[src/rtl/frame_buf.sv]
// One-entry valid/ready holding register; drops a new frame and pulses overrun when full.
module frame_buf #(
    parameter int unsigned DATA_W = 8
) (
    input  logic              clk_i,
    input  logic              rst_i,
    input  logic              in_valid_i,
    input  logic [DATA_W-1:0] in_data_i,
    input  logic              in_err_i,
    input  logic              out_ready_i,
    output logic [DATA_W-1:0] out_data_o,
    output logic              out_err_o,
    output logic              out_valid_o,
    output logic              overrun_o
);

    logic [DATA_W-1:0] data_q, data_d;
    logic              err_q, err_d;
    logic              valid_q, valid_d;
    logic              overrun_q, overrun_d;
    logic              load;

    // A draining buffer can accept the next frame on the same edge.
    assign load = in_valid_i & (~valid_q | out_ready_i);

    always_comb begin
        data_d    = data_q;
        err_d     = err_q;
        valid_d   = valid_q;
        overrun_d = in_valid_i & valid_q & ~out_ready_i;
        if (load) begin
            data_d  = in_data_i;
            err_d   = in_err_i;
            valid_d = 1'b1;
        end else if (out_ready_i) begin
            valid_d = 1'b0;
        end
    end

    always_ff @(posedge clk_i) begin
        if (rst_i) begin
            data_q    <= '0;
            err_q     <= 1'b0;
            valid_q   <= 1'b0;
            overrun_q <= 1'b0;
        end else begin
            data_q    <= data_d;
            err_q     <= err_d;
            valid_q   <= valid_d;
            overrun_q <= overrun_d;
        end
    end

    assign out_data_o  = data_q;
    assign out_err_o   = err_q;
    assign out_valid_o = valid_q;
    assign overrun_o   = overrun_q;

endmodule

[config.mk]
export PLATFORM = sky130hd
export DESIGN_NAME = frame_buf
export DESIGN_NICKNAME = d
export VERILOG_FILES = /design/src/rtl/frame_buf.sv
export SDC_FILE = /design/constraint.sdc
export NUM_CORES = 1
export LEC_CHECK = 0
export BUFFER_PORTS_ARGS = -buffer_cell sky130_fd_sc_hd__clkbuf_2
export CAP_MARGIN = 5
export CORE_AREA = 2 2 39 41
export DETAILED_ROUTE_END_ITERATION = 7
export DIE_AREA = 0 0 41 43
export PLACE_DENSITY_LB_ADDON = 0.08
export SLEW_MARGIN = 40
export SYNTH_ARGS = -nofsm -noshare
export SYNTH_HDL_FRONTEND = slang
export SYNTH_SLANG_ARGS = --single-unit
[constraint.sdc]
create_clock -name clk_i -period 1.1 [get_ports clk_i]
set_clock_uncertainty 0.1 [all_clocks]
set_input_delay 0.165 -clock clk_i [delete_from_list [all_inputs] [get_ports clk_i]]
set_output_delay 0.165 -clock clk_i [all_outputs]
set_load 0.01 [all_outputs]
==> results.py <==
metrics = {
    "worst_setup_path": {
        "crit_start": "out_valid_o",
        "worst-path-buf-inv": 1,
        "crit_required_ns": 0.83,
        "cp-end-kind": "primary output",
        "cp-start-kind": "flip-flop",
        "worstPathCellList": "clkbuf_2",
        "crit_family": "flip-flops",
        "worstSetupPathType": "reg2out",
        "max_stage_delay_ns": 0.37,
        "timing.rr.end": "out_data_o[1]",
        "worstReg2RegStart": "out_valid_o",
        "r2r_setup_slack_ns": 0.10,
        "critical_path_peak_fanout": 4,
        "rr_worst_depth": 3,
        "worst_path_max_delay_cell": "dfxtp_1",
        "arrival_ns": 0.78,
    },
    "pwr": {
        "clkPwrFrac": 0.324,
        "ir_worst_vdd_mv": 0.615,
        "power.internal_mw": 0.638,
        "power-per-cell-area_nw_per_um2": 1320,
        "seqPwrFrac": 0.516,
        "swShare": 0.243,
        "leakage_nw": 0.313,
        "p_sw_mw": 0.205,
        "totalPowerFinal_mw": 0.843,
        "pwr-share-comb": 0.159,
    },
    "floorplanning": {
        "core_area_um2": 1380,
        "row_count": 14,
        "die_area_um2": 1760,
        "ios": 24,
        "start_util": 0.346,
        "die_w_um": 41,
        "fp.dieH_um": 43,
    },
    "clock_tree": {
        "clk_pin_slew_ns": 0.07,
        "clockBufferDepth": 2,
        "clkLatencyLatePin_ns": 0.26,
        "numCtsBuffers": 3,
        "postCtsHoldBufs": 0,
        "htreeDepth": 1,
        "cts-resized-gates": 0,
        "cts.sinks": 11,
        "cts_root_buf": "clkbuf_4",
        "post-cts-setup-buffer-count": 0,
        "cts_tree": "built",
    },
    "logic_synthesis": {
        "seq_area_frac_synth": 0.460,
        "ys_ff_latch": 11,
        "syn_area_um2": 479,
        "avgSynthCellArea_um2": 10.4,
        "syn_inst": 46,
        "synth_cell_types": 11,
        "ys_warn_count": 0,
        "syn_nets": 59,
    },
    "drt": {
        "wirelength_um": 808,
        "dr.pass1.iters": 3,
        "vias": 365,
        "wl_per_cell_um": 9.29,
        "remaining_drc_errors": 0,
        "drt_iter0_drc": 1,
        "antenna_left": 0,
        "viasPerCell": 4.20,
    },
    "placement": {
        "portBuffers": 23,
        "dp.cells": 83,
        "dp_hpwl_um": 582,
        "gp_congestion": 0.571,
    },
    "global_route": {
        "grt_pass1_vias": 309,
        "grt_max_degree": 21,
        "grt_overflow": 0,
        "grt_pass1_wl_mm": 1.28,
        "antenna_found_initial": 0,
        "grt_usage": 0.110,
    },
    "final_layout": {
        "nets": 85,
        "final_cells": 87,
        "area_delta_synth_final_pct": 33.7,
        "seqCellArea_um2": 220,
        "multi_input_area_um2": 235,
        "final_cell_mix": "23 x clkbuf_2, 18 x nand2b_1, 11 x dfxtp_1",
        "drive_above_1_share": 0.408,
        "diodes": 0,
        "nFillCells": 153,
        "mostFrequentLayoutCell": "clkbuf_2",
    },
    "worst_hold_path": {
        "hold_class": "in2reg",
        "hp-start": "in_data_i[3]",
        "hold_end": "out_data_o[3]",
        "whs_path_depth": 3,
    },
    "timing": {
        "setup_violations": 0,
        "finalCriticalPeriod_ns": 1.05,
        "hold_violations": 0,
        "post-route-period-util": 0.952,
        "fmax_ghz": 0.955,
        "tns_ns": 0,
        "tightest_slew_ns": 0.266,
        "final_max_slew_viol_count": 0,
        "rsz0062_at_grt": "no",
        "slew_headroom": 0.822,
    },
    "status": {
        "status": "finished clean",
    },
    "flow_run": {
        "maxCapViolCount": 0,
    },
}
==> metal layers <==
metal  part of all wire  wire (um)  global-route usage  vias up
li1                   -          -                   -      199
met1               0.47        377               0.159      154
met2               0.46        371               0.131       12
met3              0.073         59              0.0314        0
met4                  0          0              0.0800        0
met5                  0          0                   0        -
==> cell usage after synthesis <==
library cell / n / area [um^2]
clkbuf_1: 1 / 3.75
a21boi_2: 1 / 11.3
a21oi_1: 1 / 5.00
mux2i_1: 9 / 90.1
inv_1: 1 / 3.75
dfxtp_1: 11 / 220
clkbuf_2: 1 / 5.00
buf_6: 1 / 11.3
nor2_1: 1 / 3.75
nand2b_1: 18 / 113
and4bb_2: 1 / 12.5
==> through the flow <==
stage / setup WS [ns] / cell area [um^2] / hold slack, ns / utilization
after floorplan: 0.132 / 479 / 0.182 / -
after global placement: 0.110 / 614 / 0.300 / 0.444
after detailed placement: 0.0951 / 614 / 0.308 / 0.444
after CTS: 0.0355 / 641 / 0.0260 / 0.463
after global routing: 0.0136 / 641 / 0.0312 / 0.463
final: 0.0533 / 641 / 0.0323 / 0.463
==> flip-flops by register name (all words and copies together) (netlist names) <==
register     count
out_data_o       8
out_err_o        1
out_valid_o      1
overrun_o        1
==> logic make-up (layout without fill, tap and decap cells) <==
family	after synthesis	in the layout	share of synthesized area
buffers and inverters	4	29	0.0496
multiplexers	9	9	0.188
flip-flops	11	11	0.460
AO/OA/AOI/OAI	2	2	0.0339
AND/OR/NAND/NOR	20	20	0.269
==> how the worst max path moves through the flow <==
stage / to / cells after the start
finish: out_valid_o / 1
global route: out_valid_o / 1
CTS: out_valid_o / 1
detailed placement: out_data_o[5] / 3
global placement: out_err_o / 3
floorplan: out_data_o[0] / 3
==> area by class of cell <==
class                      count  area share
clock buffer                   4      0.0410
inverter                       1     0.00586
multi-input combinational     31       0.367
sequential                    11       0.344
tap                           16      0.0313
timing repair buffer          24       0.211
==> power groups by stage <==
stage          logic, mW  clock network (mW)  registers [mW]
6_report           0.134               0.273           0.435
5_1_grt            0.149               0.308           0.438
4_1_cts            0.137               0.286           0.435
3_5_place_dp       0.136                   0           0.444
3_3_place_gp       0.136                   0           0.445
2_1_floorplan     0.0660                   0           0.457
Power figures use the tool's default switching activity.
